**src/rtl/ara_ring_router_mh_pkg.sv**
```systemverilog
// ara_ring_router_mh_pkg: shared ring router types, direction constants and hop-width helper
//   elen_t / ring_flit_t / ring_conf_t give the default-width (64-bit, 4-cluster) views of a flit
//   and of the configuration; the router re-derives them from its own parameters.
package ara_ring_router_mh_pkg;
  localparam int unsigned ElenWidth = 64;
  localparam int unsigned DefaultClusters = 4;
  localparam logic RingDirLeft = 1'b0;
  localparam logic RingDirRight = 1'b1;
  function automatic int unsigned idx_width(input int unsigned n);
    return (n > 1) ? $clog2(n) : 1;
  endfunction
  typedef logic [ElenWidth-1:0] elen_t;
  typedef struct packed {
    logic [idx_width(DefaultClusters)-1:0] hops;
    elen_t data;
  } ring_flit_t;
  typedef struct packed {
    logic dir;
    logic bypass;
    logic [idx_width(DefaultClusters)-1:0] hops;
  } ring_conf_t;
endpackage

```
**src/rtl/ara_ring_router_mh_fifo.sv**
```systemverilog
// ara_ring_fifo: non-fall-through FIFO with synchronous active-high reset
//   clk_i/rst_i          clock, synchronous active-high reset
//   push_i/data_i        write request (ignored when full) and write data
//   pop_i/data_o         read request (ignored when empty) and head entry
//   full_o/empty_o       occupancy flags
//   usage_o              number of stored entries
module ara_ring_fifo #(
  parameter int unsigned Depth = 2,
  parameter type T = logic,
  localparam int unsigned CntW = $clog2(Depth + 1)
) (
  input  logic            clk_i,
  input  logic            rst_i,
  input  logic            push_i,
  input  T                data_i,
  input  logic            pop_i,
  output T                data_o,
  output logic            full_o,
  output logic            empty_o,
  output logic [CntW-1:0] usage_o
);
  localparam int unsigned PtrW = (Depth > 1) ? $clog2(Depth) : 1;
  T mem [Depth];
  logic [PtrW-1:0] rd_q, wr_q;
  logic [CntW-1:0] cnt_q;
  logic push, pop;
  assign full_o = cnt_q == CntW'(Depth);
  assign empty_o = cnt_q == '0;
  assign usage_o = cnt_q;
  assign push = push_i && !full_o;
  assign pop = pop_i && !empty_o;
  assign data_o = mem[rd_q];
  always_ff @(posedge clk_i) begin
    if (push) mem[wr_q] <= data_i;
  end
  always_ff @(posedge clk_i) begin
    if (rst_i) begin
      rd_q <= '0;
      wr_q <= '0;
      cnt_q <= '0;
    end else begin
      if (push) wr_q <= (wr_q == PtrW'(Depth - 1)) ? '0 : wr_q + 1'b1;
      if (pop) rd_q <= (rd_q == PtrW'(Depth - 1)) ? '0 : rd_q + 1'b1;
      cnt_q <= cnt_q + CntW'(push) - CntW'(pop);
    end
  end
endmodule

```
**src/rtl/ara_ring_router_mh.sv**
```systemverilog
// ara_ring_router_mh: multi-hop ring router between an Ara SLDU and its left/right ring neighbours
//   clk_i/rst_i                          clock, synchronous active-high reset
//   conf_valid_i/dir/bypass/hops         configuration strobe and fields (loaded only when idle)
//   busy_o/conf_err_o                    occupancy flag, rejected-configuration pulse
//   sldu_i/_valid_i/_ready_o             local injection
//   sldu_o/_valid_o/_ready_i             local ejection
//   ring_{right,left}_i/_valid_i/_ready_o  ring ingress ({hops, data}), buffered in FIFOs
//   ring_{right,left}_o/_valid_o/_ready_i  ring egress, 1-entry output register
//   perf_{fwd,inj,ej,stall}_o            32-bit counters, present only with ARA_RING_ROUTER_PERF_EN
module ara_ring_router_mh
  import ara_ring_router_mh_pkg::*;
#(
  parameter int unsigned DataWidth  = 64,
  parameter int unsigned NrClusters = 4,
  parameter int unsigned FifoDepth  = 2,
  parameter int unsigned HopWidth   = idx_width(NrClusters)
) (
  input  logic                          clk_i,
  input  logic                          rst_i,
  input  logic                          conf_valid_i,
  input  logic                          conf_dir_i,
  input  logic                          conf_bypass_i,
  input  logic [HopWidth-1:0]           conf_hops_i,
  output logic                          busy_o,
  output logic                          conf_err_o,
  input  logic [DataWidth-1:0]          sldu_i,
  input  logic                          sldu_valid_i,
  output logic                          sldu_ready_o,
  output logic [DataWidth-1:0]          sldu_o,
  output logic                          sldu_valid_o,
  input  logic                          sldu_ready_i,
  input  logic [HopWidth+DataWidth-1:0] ring_right_i,
  input  logic                          ring_right_valid_i,
  output logic                          ring_right_ready_o,
  input  logic [HopWidth+DataWidth-1:0] ring_left_i,
  input  logic                          ring_left_valid_i,
  output logic                          ring_left_ready_o,
  output logic [HopWidth+DataWidth-1:0] ring_right_o,
  output logic                          ring_right_valid_o,
  input  logic                          ring_right_ready_i,
  output logic [HopWidth+DataWidth-1:0] ring_left_o,
  output logic                          ring_left_valid_o,
  input  logic                          ring_left_ready_i,
  output logic [31:0]                   perf_fwd_o,
  output logic [31:0]                   perf_inj_o,
  output logic [31:0]                   perf_ej_o,
  output logic [31:0]                   perf_stall_o
);
  typedef struct packed {
    logic [HopWidth-1:0]  hops;
    logic [DataWidth-1:0] data;
  } flit_t;
  typedef struct packed {
    logic                dir;
    logic                bypass;
    logic [HopWidth-1:0] hops;
  } conf_t;
  localparam int unsigned CntW = $clog2(FifoDepth + 1);
  conf_t conf_q;
  flit_t head_r, head_l, head, out_q;
  logic full_r, full_l, empty_r, empty_l;
  logic [CntW-1:0] usage_r, usage_l;
  logic out_v, byp_v, rr_q;
  logic [DataWidth-1:0] byp_q;
  logic rx_right, head_v, fwd_req, ej_v, ej_fire, out_ready, out_space;
  logic fwd_gnt, inj_gnt, pop_r, pop_l;
  // Slidedown sends left and therefore listens to the right neighbour.
  assign rx_right = conf_q.dir == RingDirLeft;
  assign head = rx_right ? head_r : head_l;
  assign head_v = !conf_q.bypass && (rx_right ? !empty_r : !empty_l);
  assign fwd_req = head_v && head.hops != '0;
  assign ej_v = head_v && head.hops == '0;
  assign ej_fire = ej_v && sldu_ready_i;
  assign out_ready = rx_right ? ring_left_ready_i : ring_right_ready_i;
  assign out_space = !out_v || out_ready;
  // rr_q=0 favours the forwarded flit; ready is derived from state only, never from sldu_valid_i.
  assign sldu_ready_o = !rst_i && (conf_q.bypass ? (!byp_v || sldu_ready_i)
                                                 : out_space && (!fwd_req || rr_q));
  assign inj_gnt = !conf_q.bypass && sldu_valid_i && sldu_ready_o;
  assign fwd_gnt = fwd_req && out_space && (!sldu_valid_i || !rr_q);
  assign pop_r = rx_right && (fwd_gnt || ej_fire);
  assign pop_l = !rx_right && (fwd_gnt || ej_fire);
  assign ring_right_ready_o = !rst_i && !conf_q.bypass && rx_right && !full_r;
  assign ring_left_ready_o = !rst_i && !conf_q.bypass && !rx_right && !full_l;
  assign ring_right_o = out_q;
  assign ring_left_o = out_q;
  assign ring_right_valid_o = !rst_i && out_v && !rx_right;
  assign ring_left_valid_o = !rst_i && out_v && rx_right;
  assign sldu_o = conf_q.bypass ? byp_q : head.data;
  assign sldu_valid_o = !rst_i && (conf_q.bypass ? byp_v : ej_v);
  assign busy_o = out_v || byp_v || usage_r != '0 || usage_l != '0;
  ara_ring_fifo #(.Depth(FifoDepth), .T(flit_t)) i_fifo_right (
    .clk_i,
    .rst_i,
    .push_i  (ring_right_valid_i && ring_right_ready_o),
    .data_i  (ring_right_i),
    .pop_i   (pop_r),
    .data_o  (head_r),
    .full_o  (full_r),
    .empty_o (empty_r),
    .usage_o (usage_r)
  );
  ara_ring_fifo #(.Depth(FifoDepth), .T(flit_t)) i_fifo_left (
    .clk_i,
    .rst_i,
    .push_i  (ring_left_valid_i && ring_left_ready_o),
    .data_i  (ring_left_i),
    .pop_i   (pop_l),
    .data_o  (head_l),
    .full_o  (full_l),
    .empty_o (empty_l),
    .usage_o (usage_l)
  );
  always_ff @(posedge clk_i) begin
    if (rst_i) begin
      conf_q <= '{dir: RingDirLeft, bypass: 1'b1, hops: HopWidth'(1)};
      conf_err_o <= 1'b0;
      out_v <= 1'b0;
      out_q <= '0;
      byp_v <= 1'b0;
      byp_q <= '0;
      rr_q <= 1'b0;
    end else begin
      conf_err_o <= conf_valid_i && busy_o;
      if (conf_valid_i && !busy_o)
        conf_q <= '{dir: conf_dir_i, bypass: conf_bypass_i || conf_hops_i == '0, hops: conf_hops_i};
      if (out_space) begin
        out_v <= fwd_gnt || inj_gnt;
        if (fwd_gnt) out_q <= '{hops: head.hops - 1'b1, data: head.data};
        else if (inj_gnt) out_q <= '{hops: conf_q.hops - 1'b1, data: sldu_i};
      end
      if (!byp_v || sldu_ready_i) begin
        byp_v <= conf_q.bypass && sldu_valid_i;
        if (sldu_valid_i) byp_q <= sldu_i;
      end
      if (fwd_req && sldu_valid_i && out_space) rr_q <= !rr_q;
    end
  end
`ifdef ARA_RING_ROUTER_PERF_EN
  logic [31:0] fwd_cnt, inj_cnt, ej_cnt, stall_cnt;
  always_ff @(posedge clk_i) begin
    if (rst_i) begin
      fwd_cnt <= '0;
      inj_cnt <= '0;
      ej_cnt <= '0;
      stall_cnt <= '0;
    end else begin
      fwd_cnt <= fwd_cnt + 32'(fwd_gnt);
      inj_cnt <= inj_cnt + 32'(sldu_valid_i && sldu_ready_o);
      ej_cnt <= ej_cnt + 32'(sldu_valid_o && sldu_ready_i);
      stall_cnt <= stall_cnt + 32'(out_v && !out_ready);
    end
  end
  assign perf_fwd_o = fwd_cnt;
  assign perf_inj_o = inj_cnt;
  assign perf_ej_o = ej_cnt;
  assign perf_stall_o = stall_cnt;
`else
  assign perf_fwd_o = '0;
  assign perf_inj_o = '0;
  assign perf_ej_o = '0;
  assign perf_stall_o = '0;
`endif
endmodule

```
**config.mk**
```make
export PLATFORM = sky130hd
export DESIGN_NAME = ara_ring_router_mh
export DESIGN_NICKNAME = d
export VERILOG_FILES = /design/src/rtl/ara_ring_router_mh_pkg.sv /design/src/rtl/ara_ring_router_mh_fifo.sv /design/src/rtl/ara_ring_router_mh.sv
export SDC_FILE = /design/constraint.sdc
export NUM_CORES = 1
export LEC_CHECK = 0
export ABC_CLOCK_PERIOD_IN_PS = 4470
export BUFFER_PORTS_ARGS = -buffer_cell sky130_fd_sc_hd__clkbuf_2
export CAP_MARGIN = 15
export CORE_AREA = 2 2 210 212
export DETAILED_ROUTE_END_ITERATION = 8
export DIE_AREA = 0 0 212 214
export PLACE_DENSITY = 0.69
export SYNTH_ARGS = -nofsm -noshare
export SYNTH_HDL_FRONTEND = slang
export SYNTH_HIERARCHICAL = 1
export SYNTH_SLANG_ARGS = --single-unit
export TNS_END_PERCENT = 100
```
**constraint.sdc**
```tcl
create_clock -name clk_i -period 4.47 [get_ports clk_i]
set_input_delay 0 -clock clk_i [delete_from_list [all_inputs] [get_ports clk_i]]
set_output_delay 0 -clock clk_i [all_outputs]
set_load 0.1 [all_outputs]
```
== Yosys cells after proc, flatten, opt, wreduce, memory -nomap -nowiden ==
Memories as Yosys holds them, arrays and structs flattened. A register that Yosys moved wholly into a read port is not among the register bits.
Index checks and enable logic that the tools add are counted.
Widths: inputs -> output; s select.

* Bits of input ports: 209
* Flip-flop bits (word level): 146
* Output and inout bits: 332
* Memories kept: 2
* Bits in writable memories: 264
* Word-level logic and storage cells: 115

{| class="wikitable"
|+ Memory list
! name !! words !! width !! read ports !! clocked after memory_dff !! write ports !! RTL line !! RTL
|-
| i_fifo_left.mem || 2 || 66 || 1 || 1 || 1 || ara_ring_router_mh_fifo.sv:23 || <nowiki>T mem [Depth];</nowiki>
|-
| i_fifo_right.mem || 2 || 66 || 1 || 1 || 1 || ara_ring_router_mh_fifo.sv:23 ||
|}

* $add $sub $neg: 10
* Reductions and logical operators: 64
* Bitwise operators: 1
* Mux-type cells: 20
* Eq/ne operators: 2

{| class="wikitable"
|+ Operators with widths
! kind !! count
|-
| $mux 66 || 3
|-
| $mux 64 || 1
|-
| $logic_and 1x1->1 || 32
|-
| $mux 1 || 16
|-
| $logic_not 1->1 || 12
|-
| $logic_or 1x1->1 || 10
|-
| $logic_not 2->1 || 4
|-
| $reduce_bool 2->1 || 4
|-
| $add 1x1->1 const B || 4
|-
| $add 2x1->2 || 2
|-
| $eq 2x2->1 const B || 2
|-
| $reduce_and 2->1 || 2
|-
| $sub 2x1->2 || 2
|-
| $sub 2x1->2 const B || 2
|-
| $not 1->1 || 1
|}

== Depth between registers and ports, before layout ==
* Word-level depth: 13
* Gate-level depth with buffers: 15
* Depth with buffers taken out: 13

== Cells and area by module ==
The synthesis kept the hierarchy.

{| class="wikitable"
|+ By module, submodules not included
! module !! area an instance (µm²) !! cells each !! seq. area each (µm²) !! times used
|-
| ara_ring_fifo || 5,004.8 || 232 || 4,063.9 || 2
|-
| ara_ring_router_mh || 8,897.3 || 1,075 || 2,762.6 || 1
|}

== Least setup slack after synthesis ==
OpenSTA, ideal clock, no wires.

* Path kind: register to register
* From: reg conf_q[3] (netlist name)
* To: mem i_fifo_left/mem[0][0] (netlist name), enable pin
* Buffers on the path: 3
* Library setup time: 0.420 ns
* Required time: 4.050 ns
* Cell stages (with the launch flop): 9
* Slack: -2.180 ns
* Arrival time: 6.230 ns
* Period minus slack after synthesis: 6.650 ns
* Cells stage by stage: dfxtp_1 > buf_4 > buf_2 > clkbuf_1 > nor4b_1 > and2_1 > inv_1 > or3_1 > inv_1

* Word-level cells in the longest chain between the ends: 6

{| class="wikitable"
|+ Ends and longest elaborated chain
! what !! RTL line !! RTL
|-
| start, declared || ara_ring_router_mh.sv:59 || <nowiki>conf_t conf_q;</nowiki>
|-
| start signal, assigned || ara_ring_router_mh.sv:116 || <nowiki>conf_q <= '{dir: RingDirLeft, bypass: 1'b1, hops: HopWidth'(1)};</nowiki>
|-
| start signal, assigned || ara_ring_router_mh.sv:126 || <nowiki>conf_q <= '{dir: conf_dir_i, bypass: conf_bypass_i || conf_hops_i == '0, hops: conf_hops_i};</nowiki>
|-
| $logic_and 1x1->1 (2 in a row) || ara_ring_router_mh.sv:84 || <nowiki>assign ring_left_ready_o = !rst_i && !conf_q.bypass && !rx_right && !full_l;</nowiki>
|-
| named net ring_left_ready_o || ara_ring_router_mh.sv:37 || <nowiki>output logic ring_left_ready_o,</nowiki>
|-
| $logic_and 1x1->1 || ara_ring_router_mh.sv:106 || <nowiki>.push_i (ring_left_valid_i && ring_left_ready_o),</nowiki>
|-
| $logic_and 1x1->1 || ara_ring_router_mh_fifo.sv:30 || <nowiki>assign push = push_i && !full_o;</nowiki>
|-
| $mux 1 || ara_ring_router_mh_fifo.sv:34 || <nowiki>if (push) mem[wr_q] <= data_i;</nowiki>
|-
| $mux 1 (not written as such) || ara_ring_router_mh_fifo.sv:34 ||
|-
| end, declared || ara_ring_router_mh_fifo.sv:23 ||
|}

The timed path passes the listed nets, and every way through them passes these cells.

== Worst setup path in the final report ==
* From: reg conf_q[3] (netlist name)
* To: reg i_fifo_right.cnt_q[1] (netlist: i_fifo_right/usage_o[1])

* Word-level cells in the longest chain between the ends: 9
* Elaborated cells between the ends (all ways): 22
* Classes of those cells: add/sub: 2; mux: 3; bitwise: 1; reduce/logical: 16

{| class="wikitable"
|+ Ends and longest elaborated chain
! what !! RTL line !! RTL
|-
| $mux 66 / $mux 1 (equally long branches) || ara_ring_router_mh.sv:69, ara_ring_router_mh.sv:70 ||
|-
| $reduce_bool 2->1 / $logic_and 1x1->1 (equally long branches) || ara_ring_router_mh.sv:71, ara_ring_router_mh.sv:70 ||
|-
| $logic_and 1x1->1 || ara_ring_router_mh.sv:71 || <nowiki>assign fwd_req = head_v && head.hops != '0;</nowiki>
|-
| $logic_and 1x1->1 (2 in a row) || ara_ring_router_mh.sv:80 || <nowiki>assign fwd_gnt = fwd_req && out_space && (!sldu_valid_i || !rr_q);</nowiki>
|-
| $logic_or 1x1->1 || ara_ring_router_mh.sv:81 || <nowiki>assign pop_r = rx_right && (fwd_gnt || ej_fire);</nowiki>
|-
| $logic_and 1x1->1 * || ara_ring_router_mh.sv:81 ||
|-
| named net pop_r || ara_ring_router_mh.sv:66 || <nowiki>logic fwd_gnt, inj_gnt, pop_r, pop_l;</nowiki>
|-
| $logic_and 1x1->1 * || ara_ring_router_mh_fifo.sv:31 || <nowiki>assign pop = pop_i && !empty_o;</nowiki>
|-
| named net i_fifo_right.pop || ara_ring_router_mh_fifo.sv:26 || <nowiki>logic push, pop;</nowiki>
|-
| $sub 2x1->2 * || ara_ring_router_mh_fifo.sv:44 || <nowiki>cnt_q <= cnt_q + CntW'(push) - CntW'(pop);</nowiki>
|-
| end signal, assigned || ara_ring_router_mh_fifo.sv:44 ||
|-
| end, declared || ara_ring_router_mh_fifo.sv:25 || <nowiki>logic [CntW-1:0] cnt_q;</nowiki>
|}

Mark *: on every way through the listed nets, which the timed path passes. The rest lies on a longest branch.
A chain may end at the register's enable or synchronous reset.

==> qor.csv <==
stage;metric;value;unit
run_status;status;complete, no violations;
setup_path;path_class;register to register;
sta;hold_viol;0;
sta;finalSetupTns;0;ns
grt;overflow;0;
pwr;ir_drop;340;uV
drt;wl_met2;28100;um
hold_path;min_path_cells;2;
cts;root_buffer;clkbuf_16;
sta;fin_skew;0.0182;ns
cts;cts_max_level;2;
setup_path;critPathLaunchType;register;
cells_and_area;fin_nets;2309;
sta;min_period;3.45;ns
hold_path;worstHoldStart;ring_right_i[5];
floorplanning;dieWidth;212;um
placed_design;gp_congestion;0.847;
setup_path;crit_required;4.89;ns
cells_and_area;utilization;0.570;
drt;wl_per_cell;20.5;um
hold_path;hp-class;input port to register;
drt;wl;55800;um
cts;cts_sinks;412;
floorplanning;dieArea;45400;um2
floorplanning;core;42900;um2
grt;grt_pass1_wl;82100;um
cells_and_area;fill_cells;3474;
pwr;cellPowerDensity;415;nW/um2
sta;slew_headroom;0.303;
cells_and_area;final_cells;2721;
floorplanning;die_h;214;um
cts;tritoncts;built;
cts;post-cts-setup-buffers;0;
drt;drtAntennaViolNets;0;
sta;layout_setup_ws;1.02;ns
setup_path;rr_startpoint;conf_q[3];
setup_path;r2r_slack;1.02;ns
drt;routed.top_layer;met5;
synthesis;syn_area;18900;um2
synthesis;ys_ff_latch;412;
setup_path;crit_arrival;3.87;ns
synthesis;synth_cell_types;47;
synthesis;synth.most_common_cell;edfxtp_1;
placed_design;placed_area;20500;um2
drt;wl_met1;21400;um
floorplanning;initial_core_util;0.441;
grt;antenna_found_initial;6;
drt;viasPerCell;5.24;
grt;track_usage;0.237;
sta;rsz0062_at_grt;false;
synthesis;syn_area_per_cell;12.3;um2
setup_path;reg2reg_depth;13;
drt;drc_errors;0;
synthesis;synth_top_cell_by_area;edfxtp_1;
placed_design;pre_cts_slack;1.07;ns
cts;clk_latency;0.57;ns
cts;clk_pin_slew_worst_paths;0.06;ns
sta;worstMarginPinSlew;1.05;ns
cells_and_area;drive_gt1_frac;0.308;
synthesis;async_reset_ff_frac;0;
synthesis;synth_common_cells;264 x edfxtp_1, 204 x nand2_1, 200 x buf_4;
synthesis;synth_edf_count;264;
grt;grt_pass1_vias;14800;
placed_design;numPortBuffers;412;
hold_path;holdPathEnd;i_fifo_right/mem[1][5];
placed_design;dp_cells;2389;
sta;setup_viol;0;
pwr;power.leakage;9.82;nW
placed_design;dp_hpwl;34500;um
drt;dr.pass1.iters;5;
grt;grt_max_degree;67;
cells_and_area;final_area;24400;um2
cells_and_area;synthToLayoutAreaGrowth;29.3;%
synthesis;synth_flop_cell;edfxtp_1;
cts;cts_buffer_depth;3;
floorplanning;rows;76;
synthesis;synth_area_leaders;edfxtp_1 42%, dfxtp_1 16%, buf_4 7.9%, mux2_1 7.9%, mux2_2 7.6%;
sta;period_share;0.771;
setup_path;r2r_end;i_fifo_right/usage_o[1];
synthesis;syn-instance-count;1539;
synthesis;ys_seq_area_frac;0.576;
floorplanning;pin_count;541;
drt;vias;14200;
synthesis;yosys_warnings;6;
setup_path;end_kind;register;
setup_path;critPathMaxFanout;49;
cts;numCtsBuffers;45;
sta;fmax;0.290;GHz
sta;drv_slew;0;
synthesis;synth_top_area_frac;0.419;
drt;drt-initial-drc-count;1124;
job;cap_violations;0;
drt;met3WireLength;4060;um
-- metrics by stage --
step / hold slack [ns] / total power, mW
2_1_floorplan: 0.0691 / 6.00
3_3_place_gp: 0.190 / 6.23
3_5_place_dp: 0.193 / 6.25
4_1_cts: 0.120 / 10.2
5_1_grt: 0.148 / 10.4
6_report: 0.167 / 10.1
-- logic make-up after synthesis --
group           Yosys count  share of synthesized area
mux                     263                      0.156
fa+ha+maj                 4                    0.00265
flops                   412                      0.576
xor+xnor                  7                    0.00324
compound gates          218                     0.0739
other cells               1                   0.000198
simple gates            329                     0.0801
buf+inv                 305                      0.107
-- worst max-delay path: stages, from the launching register on --
cell,delay [ns]
dfxtp_4,0.84
mux2i_1,0.20
dlygate4sd3_1,0.61
nand2_1,0.24
nand3_1,0.11
a21oi_1,0.20
nor2b_1,0.16
o21a_2,0.17
ha_1,0.22
inv_1,0.05
ha_1,0.14
xor2_1,0.17
and2_1,0.14
nor3_1,0.04
-- what timing repair did --
action                                  CTS  global route
resized for setup                         0             0
endpoints found under the setup margin    0             0
hold buffers                            244             0
endpoints found under the hold margin   409             0
-- placed cells by master, fill, tap and decap left out, types with 5 or more instances in the layout --
| master | instances |
|---|---|
| clkinv_1 | 7 |
| buf_4 | 19 |
| xor2_1 | 5 |
| o21ai_0 | 68 |
| clkbuf_1 | 9 |
| inv_1 | 6 |
| nand2_1 | 202 |
| clkbuf_16 | 45 |
| edfxtp_1 | 264 |
| clkbuf_2 | 411 |
| nand3_1 | 8 |
| and2_1 | 7 |
| nand4_1 | 65 |
| nor2_1 | 16 |
| dlygate4sd3_1 | 244 |
| a21oi_1 | 70 |
| mux2_1 | 132 |
| bufinv_16 | 6 |
| clkinv_2 | 8 |
| dfxtp_1 | 144 |
| conb_1 | 128 |
| nor3_1 | 5 |
| mux2_2 | 128 |
| a22o_1 | 64 |
-- registers in the layout (all words and copies together), names as in the netlist, named ones only --
register	flops
i_fifo_right/usage_o	2
rr_q	1
i_fifo_left/wr_q	1
byp_v	1
ring_left_o	66
out_v	1
conf_err_o	1
conf_q	4
i_fifo_left/rd_q	1
i_fifo_right/rd_q	1
i_fifo_left/usage_o	2
i_fifo_right/wr_q	1
i_fifo_left/mem	132
byp_q	64
i_fifo_right/mem	132
-- routing by layer --
layer,up-vias,track usage
li1,6361,-
met1,6943,0.275
met2,782,0.413
met3,156,0.0472
met4,4,0.121
met5,-,0
-- power by group --
group / switching [mW] / internal (mW) / total, mW
Combinational: 1.71 / 0.458 / 2.17
Clock: 1.52 / 2.26 / 3.78
Sequential: 0.0782 / 4.13 / 4.20
Total: 3.31 / 6.84 / 10.1
-- final cells by class --
class                      count  area, um2  share of cell area
sequential                   412      10900               0.446
inverter                      10       40.0             0.00164
multi-input combinational    949       6540               0.268
clock inverter                26        297              0.0121
antenna                        4       10.0            0.000409
clock buffer                  57       1200              0.0491
timing repair buffer         678       4720               0.193
tap                          585        732              0.0299
-- how the worst max path moves through the flow --
| stage | start | endpoint |
|---|---|---|
| after floorplan | conf_q[3] | i_fifo_left/mem[0][0] |
| after global placement | conf_q[3] | ring_left_o[52] |
| after detailed placement | conf_q[3] | ring_left_o[52] |
| after CTS | conf_q[3] | sldu_valid_o |
| after global routing | conf_q[3] | i_fifo_right/usage_o[1] |
| final | conf_q[3] | i_fifo_right/usage_o[1] |
(Power assumes the default switching activity.)
